## src/rtl/id_ex_fwd_stage.sv

```systemverilog
// ID/EX pipeline register with load-use stall detection, WB bypass on capture,
// and select generation for the two EX operand forwarding muxes.

module id_ex_fwd_sel #(
  parameter int REG_AW = 5
) (
  input  logic              ex_valid_i,
  input  logic [REG_AW-1:0] ex_rs_i,
  input  logic [REG_AW-1:0] exmem_rd_i,
  input  logic              exmem_regwrite_i,
  input  logic [REG_AW-1:0] memwb_rd_i,
  input  logic              memwb_regwrite_i,
  output logic [1:0]        sel_o
);
  // EX/MEM is the younger producer, so it is checked first.
  always_comb begin
    sel_o = 2'b00;
    if (ex_valid_i && exmem_regwrite_i && exmem_rd_i != '0 && exmem_rd_i == ex_rs_i)
      sel_o = 2'b10;
    else if (ex_valid_i && memwb_regwrite_i && memwb_rd_i != '0 && memwb_rd_i == ex_rs_i)
      sel_o = 2'b01;
  end
endmodule

module id_ex_fwd_stage #(
  parameter int XLEN   = 32,
  parameter int REG_AW = 5,
  parameter int CTRL_W = 8
) (
  input  logic              clk,
  input  logic              rst_n,
  input  logic              id_valid,
  input  logic [REG_AW-1:0] id_rs1,
  input  logic [REG_AW-1:0] id_rs2,
  input  logic [REG_AW-1:0] id_rd,
  input  logic [XLEN-1:0]   id_rs1_data,
  input  logic [XLEN-1:0]   id_rs2_data,
  input  logic [XLEN-1:0]   id_imm,
  input  logic [XLEN-1:0]   id_pc,
  input  logic              id_regwrite,
  input  logic              id_memread,
  input  logic [CTRL_W-1:0] id_ctrl,
  input  logic              flush,
  input  logic [REG_AW-1:0] exmem_rd,
  input  logic              exmem_regwrite,
  input  logic [REG_AW-1:0] memwb_rd,
  input  logic              memwb_regwrite,
  input  logic [XLEN-1:0]   memwb_data,
  output logic              ex_valid,
  output logic [REG_AW-1:0] ex_rs1,
  output logic [REG_AW-1:0] ex_rs2,
  output logic [REG_AW-1:0] ex_rd,
  output logic [XLEN-1:0]   ex_rs1_data,
  output logic [XLEN-1:0]   ex_rs2_data,
  output logic [XLEN-1:0]   ex_imm,
  output logic [XLEN-1:0]   ex_pc,
  output logic              ex_regwrite,
  output logic              ex_memread,
  output logic [CTRL_W-1:0] ex_ctrl,
  output logic [1:0]        fwd_sel_a,
  output logic [1:0]        fwd_sel_b,
  output logic              stall
);
  typedef struct packed {
    logic              valid;
    logic [REG_AW-1:0] rs1;
    logic [REG_AW-1:0] rs2;
    logic [REG_AW-1:0] rd;
    logic [XLEN-1:0]   rs1_data;
    logic [XLEN-1:0]   rs2_data;
    logic [XLEN-1:0]   imm;
    logic [XLEN-1:0]   pc;
    logic              regwrite;
    logic              memread;
    logic [CTRL_W-1:0] ctrl;
  } ex_reg_t;

  ex_reg_t ex_q, ex_d;
  logic    wb_hit1, wb_hit2;

  assign stall = !flush && id_valid && ex_q.valid && ex_q.memread && ex_q.rd != '0 &&
                 (ex_q.rd == id_rs1 || ex_q.rd == id_rs2);

  // Regfile write and read in the same cycle: take the value being written.
  assign wb_hit1 = memwb_regwrite && memwb_rd != '0 && memwb_rd == id_rs1;
  assign wb_hit2 = memwb_regwrite && memwb_rd != '0 && memwb_rd == id_rs2;

  always_comb begin
    ex_d = '0;
    if (!flush && !stall) begin
      ex_d.valid    = id_valid;
      ex_d.rs1      = id_rs1;
      ex_d.rs2      = id_rs2;
      ex_d.rd       = id_rd;
      ex_d.rs1_data = wb_hit1 ? memwb_data : id_rs1_data;
      ex_d.rs2_data = wb_hit2 ? memwb_data : id_rs2_data;
      ex_d.imm      = id_imm;
      ex_d.pc       = id_pc;
      ex_d.regwrite = id_regwrite;
      ex_d.memread  = id_memread;
      ex_d.ctrl     = id_ctrl;
    end
  end

  always_ff @(posedge clk or negedge rst_n) begin
    if (!rst_n) ex_q <= '0;
    else        ex_q <= ex_d;
  end

  assign ex_valid    = ex_q.valid;
  assign ex_rs1      = ex_q.rs1;
  assign ex_rs2      = ex_q.rs2;
  assign ex_rd       = ex_q.rd;
  assign ex_rs1_data = ex_q.rs1_data;
  assign ex_rs2_data = ex_q.rs2_data;
  assign ex_imm      = ex_q.imm;
  assign ex_pc       = ex_q.pc;
  assign ex_regwrite = ex_q.regwrite;
  assign ex_memread  = ex_q.memread;
  assign ex_ctrl     = ex_q.ctrl;

  logic [1:0][REG_AW-1:0] ex_rs;
  logic [1:0][1:0]        fwd_sel;
  assign ex_rs = {ex_q.rs2, ex_q.rs1};

  for (genvar g = 0; g < 2; g++) begin : g_fwd
    id_ex_fwd_sel #(.REG_AW(REG_AW)) u_sel (
      .ex_valid_i       (ex_q.valid),
      .ex_rs_i          (ex_rs[g]),
      .exmem_rd_i       (exmem_rd),
      .exmem_regwrite_i (exmem_regwrite),
      .memwb_rd_i       (memwb_rd),
      .memwb_regwrite_i (memwb_regwrite),
      .sel_o            (fwd_sel[g])
    );
  end

  assign fwd_sel_a = fwd_sel[0];
  assign fwd_sel_b = fwd_sel[1];
endmodule

```

## config.mk

```make
export PLATFORM = sky130hd
export DESIGN_NAME = id_ex_fwd_stage
export DESIGN_NICKNAME = d
export VERILOG_FILES = /design/src/rtl/id_ex_fwd_stage.sv
export SDC_FILE = /design/constraint.sdc
export NUM_CORES = 1
export LEC_CHECK = 0
export ABC_CLOCK_PERIOD_IN_PS = 2200
export CORE_ASPECT_RATIO = 1.75
export CORE_MARGIN = 2
export CORE_UTILIZATION = 38
export CTS_BUF_LIST = sky130_fd_sc_hd__clkbuf_4 sky130_fd_sc_hd__clkbuf_8 sky130_fd_sc_hd__clkbuf_16
export CTS_CLUSTER_SIZE = 28
export DETAILED_ROUTE_END_ITERATION = 10
export PLACE_DENSITY = 0.81
export RECOVER_POWER = 100
export SYNTH_ARGS = -nofsm -noshare
export SYNTH_HDL_FRONTEND = slang
export SYNTH_HIERARCHICAL = 1
export SYNTH_SLANG_ARGS = --single-unit
```

## constraint.sdc

```tcl
create_clock -name clk -period 2.2 [get_ports clk]
set_input_delay 0.55 -clock clk [delete_from_list [all_inputs] [get_ports clk]]
set_output_delay 0.55 -clock clk [all_outputs]
set_load 0.01 [all_outputs]
```

==> results of run 1 <==
[metrics by stage]
step | std cells | worst slack [ps]
global placement | 1294 | -678
CTS | 1327 | -6.53
global route | 1330 | -97.1
floorplan | 697 | 19.5
detailed placement | 1294 | -734
finish | 1330 | -66.8
[area by class of cell]
type,count,area [um2]
clock buffer,19,453
clock inverter,13,134
fill,1575,7360
inverter,94,353
multi-input combinational,357,3260
sequential,154,3870
tap,248,310
timing repair buffer,445,4380
[registers in the layout, indices dropped and copies added (netlist names), 5 cells and up]
| register | cells |
|---|---|
| ex_imm | 32 |
| ex_pc | 32 |
| ex_rs1_data | 32 |
| ex_rs2_data | 32 |
| ex_ctrl | 8 |
| ex_rd | 5 |
| ex_rs1 | 5 |
| ex_rs2 | 5 |
[where the power goes]
part           internal, W  switching (W)  total (W)
combinational     0.000867       0.000837    0.00170
sequential         0.00298      0.0000693    0.00305
clock              0.00165        0.00131    0.00296
total              0.00550        0.00221    0.00771
[cell families after synthesis]
group | count (synthesis) | synth area share
xor+xnor | 36 | 0.0409
compound gates | 232 | 0.289
simple gates | 89 | 0.0714
buf+inv | 186 | 0.0988
flops | 154 | 0.500
[layer usage]
layer	global-route usage	part of all wire
met4	0.120	0.048
met2	0.450	0.53
met1	0.281	0.36
met5	0	0
met3	0.0546	0.063
[what timing repair did]
action | CTS | global route
buffers inserted | 3 | 3
endpoints found under the setup margin | 7 | 5
pin swaps | 19 | 14
cloned | 0 | 0
hold endpoints to repair | 0 | 0
gates resized for setup | 68 | 29
[critical path: stages (launching register included)]
cell and delay (ps):
dfrtp_1 500, xnor2_1 250, nand2_2 70, o22ai_1 210, and2_4 180, buf_6 90
[worst max path at each step]
stage                   endpoint  cells past startpoint  slack [ps]
global placement    fwd_sel_a[1]                      5        -680
CTS                 fwd_sel_b[0]                      5          -7
finish                     stall                      5         -70
detailed placement  fwd_sel_a[1]                      4        -730
floorplan                  stall                      5          20
global route        fwd_sel_b[0]                      5        -100
[cell usage in the layout (no fill, tap or decap), types with 4 or more instances in the layout]
cell type,count
clkdlybuf4s50_1,189
dfrtp_1,144
dlygate4sd3_1,141
inv_1,92
a211oi_1,90
nand4_1,66
o31ai_1,64
buf_4,60
a221oi_2,54
xnor2_1,22
clkbuf_16,17
dlygate4sd2_1,17
buf_12,15
xnor2_2,12
a221oi_1,10
dfrtp_2,10
buf_6,5
clkbuf_1,5
nand3_2,4
clkinv_4,4
buf_2,4
==> impl_metrics.json, run 1 <==
{
  "antenna_found_initial": 0,
  "peakVddDrop_mv": 0.543,
  "cp-startpoint": "ex_rd[3]",
  "num_io_pins": 360,
  "post-route-util": 0.634,
  "worst_pin_slew_ps": 1280,
  "final.setup.tns_ps": -146,
  "vias_per_cell": 5.63,
  "synthCells": 697,
  "fin_nets": 1270,
  "drc": 0,
  "setup_viol": 9,
  "die_width_um": 112,
  "vias": 7488,
  "critical_path_required_ps": 1650,
  "timing.slew.headroom": 0.148,
  "synth_largest_area_cell": "dfrtp_1",
  "synth_ff_type": "dfrtp_1",
  "skew_ps": 11.8,
  "synthArstFlopShare": 1.00,
  "synth_fp_nets": 898,
  "dieHeight_um": 192,
  "finalCriticalPeriod_ps": 2270,
  "ys_seq_area_frac": 0.500,
  "hold_buffers": 0,
  "crit_fanout": 4,
  "fin_area_mm2": 0.0128,
  "synth-edff-count": 0,
  "area_delta_synth_final_pct": 65.4,
  "rsz0062_at_grt": "true",
  "violations": "negative setup slack",
  "die_area_mm2": 0.0215,
  "grt_max_degree": 93,
  "worstSetupEndpointType": "output port",
  "root_buffer": "clkbuf_16",
  "synth_top_area_share": 0.500,
  "leakagePower_nw": 5.55,
  "wire_per_inst_um": 21.2,
  "drv_slew": 0,
  "reg2reg_slack_ps": -20,
  "layout-drive-gt1-share": 0.204,
  "rows": 69,
  "r2r_start": "ex_rd[3]",
  "drt_iter0_markers": 486,
  "total_power_w": 0.00771,
  "synth.top_cells.by_count": "dfrtp_1 (154), inv_1 (94), a211oi_1 (90), nand4_1 (66), o31ai_1 (64)",
  "insertion_delay_ps": 420,
  "h-tree-depth": 4,
  "r2r_cells": 6,
  "hold_ws_ps": 399,
  "dpl-instance-area_mm2": 0.0121,
  "outcome": "finished with violations",
  "fmaxAchievable_mhz": 441,
  "synth.most_common_cell": "dfrtp_1",
  "cts_buffer_depth": 2,
  "reg2reg_to": "ex_rs2_data[27]",
  "fin_ws_ps": -66.8,
  "cellPowerDensity_mw_per_mm2": 605,
  "first_pass_iters": 4,
  "synth_area_leaders": "dfrtp_1 (50%), a221oi_2 (12%), a211oi_1 (8.8%)",
  "diodes": 0,
  "hold_violations": 0,
  "coreArea_mm2": 0.0201,
  "hold_path.class": "input pin to asynchronous set/reset pin",
  "fin_crit_sh": 1.03,
  "ys_warn_count": 6,
  "wl_mm": 28.3,
  "grt_pass1_vias": 7769,
  "gp_congestion": 0.869,
  "yosys_register_bits": 154,
  "grt_pass1_wl_mm": 42.3,
  "critPathKind": "register to output port",
  "clock_sinks": 154,
  "path_clk_slew_ps": 70,
  "cp.arrival_ps": 1720,
  "grt_use_total": 0.251,
  "initial_utilization": 0.383,
  "port_buffers": 359,
  "cts_tree": "done",
  "syn_avg_cell_area_um2": 11.1,
  "netlist-cell-type-count": 32,
  "grt-ovfl-total": 0,
  "max_cap_violations": 0,
  "numCtsBuffers": 17,
  "startpoint_type": "register",
  "netlist_area_mm2": 0.00771,
  "ant_nets": 0,
  "hpwl_mm": 19.8
}
Note: power is estimated with default switching activity, not from simulation.
==> run 2, diff against run 1 <==
--- a/config.mk
+++ b/config.mk
@@ -14,6 +14,7 @@
 export DETAILED_ROUTE_END_ITERATION = 10
 export PLACE_DENSITY = 0.81
 export RECOVER_POWER = 100
+export SETUP_SLACK_MARGIN = 0.4
 export SYNTH_ARGS = -nofsm -noshare
 export SYNTH_HDL_FRONTEND = slang
 export SYNTH_HIERARCHICAL = 1
==> run 2 against run 1 <==
The run still ends with negative setup slack left; hold slack got worse by 52 ps; via count rose by 12%; combinational power rose by 36%; highest routed layer unchanged.
==> impl_metrics.json, run 2 (synthesis results as in run 1) <==
{
  "initial_utilization": 0.383,
  "grt_pass1_vias": 8527,
  "finalCriticalPeriod_ps": 2260,
  "h-tree-depth": 4,
  "cp.arrival_ps": 1710,
  "critical_path.top_delay_family": "compound AO/OA/AOI/OAI gates",
  "hold_ws_ps": 347,
  "vias_per_cell": 6.09,
  "fmaxAchievable_mhz": 442,
  "critical_path_required_ps": 1650,
  "power_frac_seq": 0.367,
  "antenna_found_initial": 1,
  "num_io_pins": 360,
  "path_clk_slew_ps": 70,
  "cpPeakStageDelay_ps": 400,
  "outcome": "finished with violations",
  "wire_per_inst_um": 27.6,
  "drc": 0,
  "coreArea_mm2": 0.0201,
  "cellPowerDensity_mw_per_mm2": 549,
  "fin_cells": 1383,
  "hold_buffers": 0,
  "peakVddDrop_mv": 0.506,
  "grt_use_total": 0.318,
  "clkPwrFrac": 0.355,
  "clock_sinks": 154,
  "worst_pin_slew_ps": 1180,
  "crit_fanout": 2,
  "hold_path.class": "input pin to asynchronous set/reset pin",
  "p_comb_frac": 0.279,
  "root_buffer": "clkbuf_16",
  "fin_ws_ps": -60.4,
  "critPathKind": "register to output port",
  "dpl.cell_count": 1290,
  "final_common_cell": "clkdlybuf4s50_1",
  "p_sw_w": 0.00262,
  "cts_buffer_depth": 2,
  "mostFrequentLayoutCells": "clkdlybuf4s50_1 (176), dlygate4sd2_1 (153), dfrtp_1 (140)",
  "leakagePower_nw": 6.51,
  "crit_slowest_cell": "a2111oi_4",
  "hpwl_mm": 19.9,
  "violations": "negative setup slack",
  "post-route-util": 0.754,
  "crit_buf_inv": 2,
  "fin_crit_sh": 1.03,
  "insertion_delay_ps": 440,
  "worstSetupEndpointType": "output port",
  "drv_slew": 0,
  "fin_nets": 1321,
  "timing.slew.headroom": 0.214,
  "first_pass_iters": 7,
  "port_buffers": 359,
  "cts_tree": "done",
  "grt_max_degree": 65,
  "layout-drive-gt1-share": 0.376,
  "vias": 8416,
  "grt-ovfl-total": 0,
  "die_area_mm2": 0.0215,
  "rsz0062_at_grt": "true",
  "ant_nets": 0,
  "internal-power_w": 0.00571,
  "dieHeight_um": 192,
  "startpoint_type": "register",
  "gp_congestion": 0.918,
  "grt_pass1_wl_mm": 51.7,
  "drt_iter0_markers": 665,
  "skew_ps": 13.3,
  "num-fill-cells": 1238,
  "wl_mm": 38.2,
  "area_delta_synth_final_pct": 96.6,
  "total_power_w": 0.00833,
  "rows": 69,
  "max_cap_violations": 0,
  "hold_violations": 0,
  "switching_share": 0.314,
  "die_width_um": 112,
  "path_cells": "buf_4, o211ai_1, a2111oi_4, nor3_2, buf_2",
  "setup_viol": 5,
  "numCtsBuffers": 17
}
run 2: cell count changes in the layout (fill, tap and decap cells not counted), moves of 11 or more:
| cell | change |
|---|---|
| a211oi_1 | -46 |
| a211oi_2 | +41 |
| buf_12 | +11 |
| buf_16 | +21 |
| buf_2 | +14 |
| buf_4 | -20 |
| buf_6 | +29 |
| clkbuf_16 | +11 |
| clkdlybuf4s50_1 | -13 |
| dlygate4sd2_1 | +136 |
| dlygate4sd3_1 | -141 |
| o31ai_1 | -64 |
| o31ai_4 | +64 |
run 2: layer usage:
metal  global-route usage  wire [um]  vias up
li1                     -          -     3515
met1                0.343      12600     4167
met2                0.570      20300      594
met3               0.0763       3050      140
met4                0.177       2250        0
met5                    0          0        -
run 2: path summary, 6_finish.rpt:
path	slack [ps]	endpoint	cells past startpoint	from
worst max-delay path	-60	fwd_sel_b[0]	5	ex_rs2[4]
worst min-delay path	350	ex_rs1[4]	1	rst_n
worst max register to register	370	ex_rs2_data[0]	7	ex_rd[0]
worst min register to register	1350	ex_rs1[0]	6	ex_memread
max in group asynchronous	310	ex_imm[2]	2	rst_n
min in group clk	520	ex_valid	3	id_valid
run 2: power by group through the flow:
stage	Sequential (W)	Clock, W	Combinational [W]
global placement	0.00310	0	0.00179
floorplan	0.00318	0	0.000601
finish	0.00305	0.00296	0.00232
detailed placement	0.00310	0	0.00181
global route	0.00306	0.00310	0.00241
CTS	0.00305	0.00296	0.00213
run 2: stage by stage:
stage	TNS, ps	setup slack, ps	area [um2]
after CTS	-56.0	-54.8	14500
final	-225	-60.4	15200
after global placement	-56600	-762	12300
after floorplan	0	264	7930
after detailed placement	-60020	-803	12300
after global routing	-405	-105	15200
run 2: area by class of cell:
| class | count | area [um2] | area share |
|---|---|---|---|
| flip-flops and latches | 154 | 3870 | 0.255 |
| diodes | 2 | 5.00 | 0.000330 |
| inverters | 94 | 353 | 0.0233 |
| multi-input cells | 357 | 4600 | 0.304 |
| clock buffers | 18 | 439 | 0.0290 |
| repair buffers | 496 | 5450 | 0.359 |
| well taps | 248 | 310 | 0.0205 |
| clock inverters | 14 | 138 | 0.00908 |
run 2: timing repair:
action,4_1_cts,5_1_grt
resized for setup,503,64
pin swaps,137,33
cloned,17,14
setup endpoints to repair,313,164
setup buffers,17,11
==> run 3, diff against run 2 <==
--- a/config.mk
+++ b/config.mk
@@ -5,14 +5,16 @@
 export SDC_FILE = /design/constraint.sdc
 export NUM_CORES = 1
 export LEC_CHECK = 0
+export ABC_AREA = 1
 export ABC_CLOCK_PERIOD_IN_PS = 2200
+export CAP_MARGIN = 10
 export CORE_ASPECT_RATIO = 1.75
 export CORE_MARGIN = 2
-export CORE_UTILIZATION = 38
+export CORE_UTILIZATION = 36
 export CTS_BUF_LIST = sky130_fd_sc_hd__clkbuf_4 sky130_fd_sc_hd__clkbuf_8 sky130_fd_sc_hd__clkbuf_16
 export CTS_CLUSTER_SIZE = 28
 export DETAILED_ROUTE_END_ITERATION = 10
-export PLACE_DENSITY = 0.81
+export PLACE_DENSITY = 0.8
 export RECOVER_POWER = 100
 export SETUP_SLACK_MARGIN = 0.4
 export SYNTH_ARGS = -nofsm -noshare
==> run 3 against run 2 <==
The flow now finishes without violations; hold slack better by 47 ps; global-route usage is 7.0 points lower; synthesized cell count is 25% higher; sequential cell count stayed put; sequential power hardly changed; clock power hardly changed; register-to-register slack worse by 170 ps; synthesized area is 11% lower; largest cell class unchanged; largest power group unchanged.
==> impl_metrics.json, run 3 <==
{
  "outcome": "completed",
  "hpwl_mm": 18.0,
  "yosys_register_bits": 154,
  "grt_pass1_vias": 7478,
  "vias_per_cell": 4.70,
  "initial_utilization": 0.369,
  "wl_mm": 28.1,
  "synth-edff-count": 0,
  "synthArstFlopShare": 1.00,
  "h-tree-depth": 4,
  "hold_path.class": "input pin to asynchronous set/reset pin",
  "timing.critical_path.mode_cell": "nand2_1",
  "crit_slowest_cell": "dfrtp_1",
  "area_delta_synth_final_pct": 80.2,
  "fmaxAchievable_mhz": 467,
  "skew_ps": 5.57,
  "synth_fp_nets": 1072,
  "seqCellArea_mm2": 0.00386,
  "leakagePower_nw": 6.91,
  "cp.arrival_ps": 1590,
  "cts_tree": "done",
  "wire_per_inst_um": 18.2,
  "cpPeakStageDelay_ps": 450,
  "synth_ff_type": "dfrtp_1",
  "die_width_um": 109,
  "root_buffer": "clkbuf_16",
  "fin_cells": 1546,
  "worst_pin_slew_ps": 1260,
  "port_buffers": 359,
  "crit_fanout": 5,
  "netlist-cell-type-count": 19,
  "drc": 0,
  "grt_pass1_wl_mm": 38.0,
  "rows": 66,
  "setup_viol": 0,
  "peakVddDrop_mv": 0.400,
  "synth.top_cells.by_count": "nand2_1 (196), inv_1 (181), nor2_1 (181), dfrtp_1 (154), nand3_1 (48)",
  "finalCriticalPeriod_ps": 2140,
  "synth_area_leaders": "dfrtp_1 (56%), nand2_1 (11%), inv_1 (9.9%)",
  "synthCells": 871,
  "post-route-util": 0.664,
  "num_io_pins": 360,
  "multi_input_area_mm2": 0.00258,
  "critical_path_required_ps": 1650,
  "insertion_delay_ps": 420,
  "ant_nets": 0,
  "dieHeight_um": 187,
  "rsz0062_at_grt": "true",
  "cellPowerDensity_mw_per_mm2": 603,
  "synth_largest_area_cell": "dfrtp_1",
  "drv_slew": 0,
  "coreArea_mm2": 0.0187,
  "hold_ws_ps": 394,
  "clock_sinks": 154,
  "worstSetupEndpointType": "output port",
  "vias": 7271,
  "fin_crit_sh": 0.973,
  "synth_top_area_share": 0.560,
  "final.setup.tns_ps": 0,
  "die_area_mm2": 0.0203,
  "cts_buffer_depth": 2,
  "dpl.cell_count": 1478,
  "first_pass_iters": 6,
  "drt_iter0_markers": 234,
  "startpoint_type": "register",
  "critPathKind": "register to output port",
  "path_cells": "inv_2, nand2_1, nand2_1, nor3_1, nand3_1, nor2_1, buf_2",
  "fin_nets": 1494,
  "grt_max_degree": 49,
  "layout-drive-gt1-share": 0.186,
  "gp_congestion": 0.886,
  "path_clk_slew_ps": 70,
  "final_common_cell": "nand2_1",
  "synth.most_common_cell": "nand2_1",
  "hold_violations": 0,
  "grt_use_total": 0.248,
  "numCtsBuffers": 17,
  "netlist_area_mm2": 0.00688,
  "timing.slew.headroom": 0.162,
  "ys_seq_area_frac": 0.560,
  "total_power_w": 0.00748,
  "syn_avg_cell_area_um2": 7.90,
  "ys_warn_count": 6,
  "mostFrequentLayoutCells": "nand2_1 (188), clkdlybuf4s50_1 (176), inv_1 (175)",
  "num-fill-cells": 1538,
  "antenna_found_initial": 2,
  "max_cap_violations": 0,
  "grt-ovfl-total": 0
}
run 3: cell count changes in the layout (fill, tap and decap cells not counted), sizes merged, moves of 12 or more:
cell,before,now
nand4,66,33
xnor2,34,4
buf,149,66
nand2,4,203
a211oi,90,0
o31ai,64,0
inv,100,201
a221oi,64,0
nor2,1,186
dlygate4sd2,153,165
nand3,6,48
run 3: cell type report:
cell class,count,area share
tap,238,0.0240
clock inverter,15,0.0121
timing repair buffer,437,0.352
clock buffer,17,0.0343
antenna,2,0.000404
sequential,154,0.311
inverter,191,0.0578
multi-input combinational,492,0.208
run 3: worst paths after layout:
check,startpoint,end,slack (ps),cells past startpoint
setup / recovery,ex_rs1[2],fwd_sel_a[0],60,7
hold / removal,rst_n,ex_rs2_data[15],390,1
setup reg to reg,ex_rd[0],ex_rs2_data[1],200,10
hold reg to reg,ex_memread,ex_rs1_data[24],1170,8
max in group asynchronous,rst_n,ex_rd[0],360,2
min in group clk,id_valid,ex_valid,480,4
run 3: power breakdown:
part           leakage (nW)  total (W)  internal, W  switching [W]
combinational          4.65    0.00151     0.000759       0.000753
clock                 0.283    0.00293      0.00160        0.00133
sequential             1.98    0.00304      0.00298      0.0000565
run 3: cells by family (layout without fill, tap and decap cells):
logic type             count (synthesis)  in the layout  synth area share
flip-flops                           154            154             0.560
other                                  0              2                 0
AND/OR/NAND/NOR                      470            473             0.282
buffers and inverters                228            660             0.137
AO/OA/AOI/OAI                          6              6           0.00436
XOR/XNOR                              13             13            0.0165
run 3: per-stage QoR:
| stage | setup slack, ps | cell area (um2) |
|---|---|---|
| CTS | 91.3 | 11500 |
| floorplan | 565 | 6880 |
| global placement | -561 | 11000 |
| global route | -13.1 | 12400 |
| finish | 60.5 | 12400 |
| detailed placement | -588 | 11000 |
run 3: critical path, delay by kind of cell (launching register included):
kind | cells | cell delay (ps)
flops | 1 | 450
simple gates | 5 | 490
buf+inv | 2 | 220
run 3: repair_timing:
action / in CTS / in global routing
hold buffers: 0 / 0
cloned: 2 / 21
setup endpoints to repair: 293 / 165
resized for setup: 226 / 167
pin swaps: 19 / 31
setup buffers: 6 / 5
run 3: metal layers:
metal  share of wire  vias up  global-route usage  routed length, um
li1                -     3400                   -                  -
met5               0        -                   0                  0
met4           0.062        0               0.163               1750
met2            0.55      356               0.443              15400
met1            0.33     3393               0.248               9170
met3           0.061      122              0.0582               1720
==> edit: new RTL, config.mk and constraints of run 3 <==
Change the parameter `CTRL_W` from 8 to 12.
--- a/src/rtl/id_ex_fwd_stage.sv
+++ b/src/rtl/id_ex_fwd_stage.sv
@@ -25,7 +25,7 @@
 module id_ex_fwd_stage #(
   parameter int XLEN   = 32,
   parameter int REG_AW = 5,
-  parameter int CTRL_W = 8
+  parameter int CTRL_W = 12
 ) (
   input  logic              clk,
   input  logic              rst_n,
Ports: changed (resized ex_ctrl and id_ctrl); port bits go from 360 to 368. No check against the original RTL was run, so the function may have changed too.
==> edit against run 3 <==
The run now ends with max-capacitance violations, max-slew violations left. Routed wire length shrank 12%. Core utilization down 5.2 points. Power decreased by 2.8%. First-iteration DRC count is 18% higher. Cell count increased by 0.19%. Final area is 5.2% lower. Synthesized area up 2.8%. Combinational power shrank 13%. Maximum frequency rose by 1.7%. Sequential cell count grew 4. Sequential power up 3%. Non-clock buffer count decreased by 5. Worst setup slack better by 0.035 ns. Critical endpoint unchanged. Highest routed layer unchanged.
==> edit: results (changes against run 3) <==
[placement]
dpl_worst_slack_ns=-0.582  ; +0.00635 ns
dpl.hpwl_mm=18.5  ; +2.8%
port-buffer-count=367  ; +2.2%
place.gp.congestion=0.880  ; -0.68%

[synthesis]
ys_seq_area_frac=0.559  ; -0.000903
yosysWarnings=6  ; unchanged
synth_common_cells=197 x nand2_1, 187 x inv_1, 174 x nor2_1
syn_nets=1087  ; +1.4%
synthTopCellsByArea=dfrtp_1 56%, nand2_1 10%, inv_1 9.9%, nor2_1 9.2%, nand3_1 3.3%

[worst_hold_path]
hold_class=in -> reg
hold_start=id_rs1[4]
hold_path_depth=3

[timing]
clock-skew-final_ns=0.00868  ; +0.00311 ns
fin_hold_ws_ns=0.542  ; +0.148 ns
slew_headroom=-0.0996  ; -0.261
drv_slew=34  ; +34

[worst_setup_path]
timing.rr.start=ex_rd[0]$_DFF_PN0_
r2r-end=ex_rs1_data[21]$_DFF_PN0_
path_delay_family=flip-flops
cp.arrival_ns=1.55  ; -0.04 ns
r2r_setup_slack_ns=0.24  ; +0.04 ns
reg2reg_depth=9  ; -1
worstPathMaxFanout=4  ; -1
cp_slowest_cell=dfrtp_1

[run_status]
violations=max-capacitance violations, max-slew violations
status=complete, but fails checks

[finish]
final_nets=1500  ; +0.40%
diodes=0  ; -2
final_layout_size_suffix_gt1_frac=0.121  ; -0.0653

[routing]
route.layer.met1.wl_mm=8.22  ; -10%
wl_met2_mm=13.4  ; -13%
wl_met3_mm=1.85  ; +7.6%
drtIter0Drc=275  ; +18%
firstDrtPassIters=4  ; -2
wl_per_cell_um=15.9  ; -13%
vias=6906  ; -5.0%

[cts]
post_cts_buffers=6  ; unchanged
postCtsResizedCells=235  ; +4.0%
clkLatencyLatePin_ns=0.42  ; about the same
cts_root_buffer=clkbuf_16
htreeDepth=4  ; unchanged
clockBufferDepth=2  ; unchanged
cts_made_buffers=17  ; unchanged

[flow_run]
drv_cap=1  ; +1

[global_route]
grt_use_total=0.231  ; -0.0164
grt.met1_usage=0.229  ; -0.0185
grt_max_degree=53  ; +8.2%
met3_usage=0.0671  ; +0.00894
grt_pass1_wl_mm=35.9  ; -5.7%
gr-usage-met2=0.423  ; -0.0202
antenna_found_initial=0  ; -2

[power]
leakagePower_nw=6.75  ; -2.3%
ir_drop_uv=561  ; +40%

## edit: changes by cell type in the layout (fill, tap and decap cells not counted), sizes merged, moves of 2 or more
| cell | delta |
|---|---|
| clkbuf | -4 |
| nor2 | +3 |
| buf | -4 |
| nand2 | -3 |
| clkdlybuf4s50 | +5 |
| clkinvlp | +5 |
| dfrtp | +4 |
| diode | -2 |
| inv | -4 |
## edit: report_power, final
group	switching [mW]	leakage [nW]	internal [mW]
clock network	1.23	0.265	1.61
logic	0.645	4.46	0.669
registers	0.0577	2.02	3.06
## edit: cells by family (layout without fill, tap and decap cells)
logic type	Yosys count	after routing	synth area share
AO/OA/AOI/OAI	6	6	0.00425
flip-flops	158	158	0.559
AND/OR/NAND/NOR	472	472	0.278
XOR/XNOR	14	14	0.0173
buffers and inverters	232	658	0.141
## edit: cell type report
class	count	area, µm²
clock buffer	18	439
clock inverter	14	138
fill	1750	7440
inverter	194	728
multi-input combinational	492	2180
sequential	158	3970
tap	241	302
timing repair buffer	432	4010
## edit: worst max path at each step
stage	from	end	cells after the start	slack (ns)
after floorplan	exmem_rd[0]	fwd_sel_a[0]	7	0.57
after global placement	exmem_rd[3]	fwd_sel_b[1]	8	-0.60
after detailed placement	exmem_rd[3]	fwd_sel_b[1]	8	-0.58
after CTS	ex_rs2[1]$_DFF_PN0_	fwd_sel_b[0]	8	0.07
after global routing	rst_n	ex_rs2_data[9]$_DFF_PN0_	2	-0.002
final	ex_rs1[3]$_DFF_PN0_	fwd_sel_a[0]	8	0.1
## edit: through the flow
step,setup TNS [ns],instances,utilization,instance area [µm²]
floorplan,0,882,-,7070
global placement,-15.41,1503,0.589,11300
detailed placement,-21.75,1503,0.589,11300
CTS,0,1541,0.610,11700
global route,-0.00212,1549,0.613,11800
finish,0,1549,0.613,11800
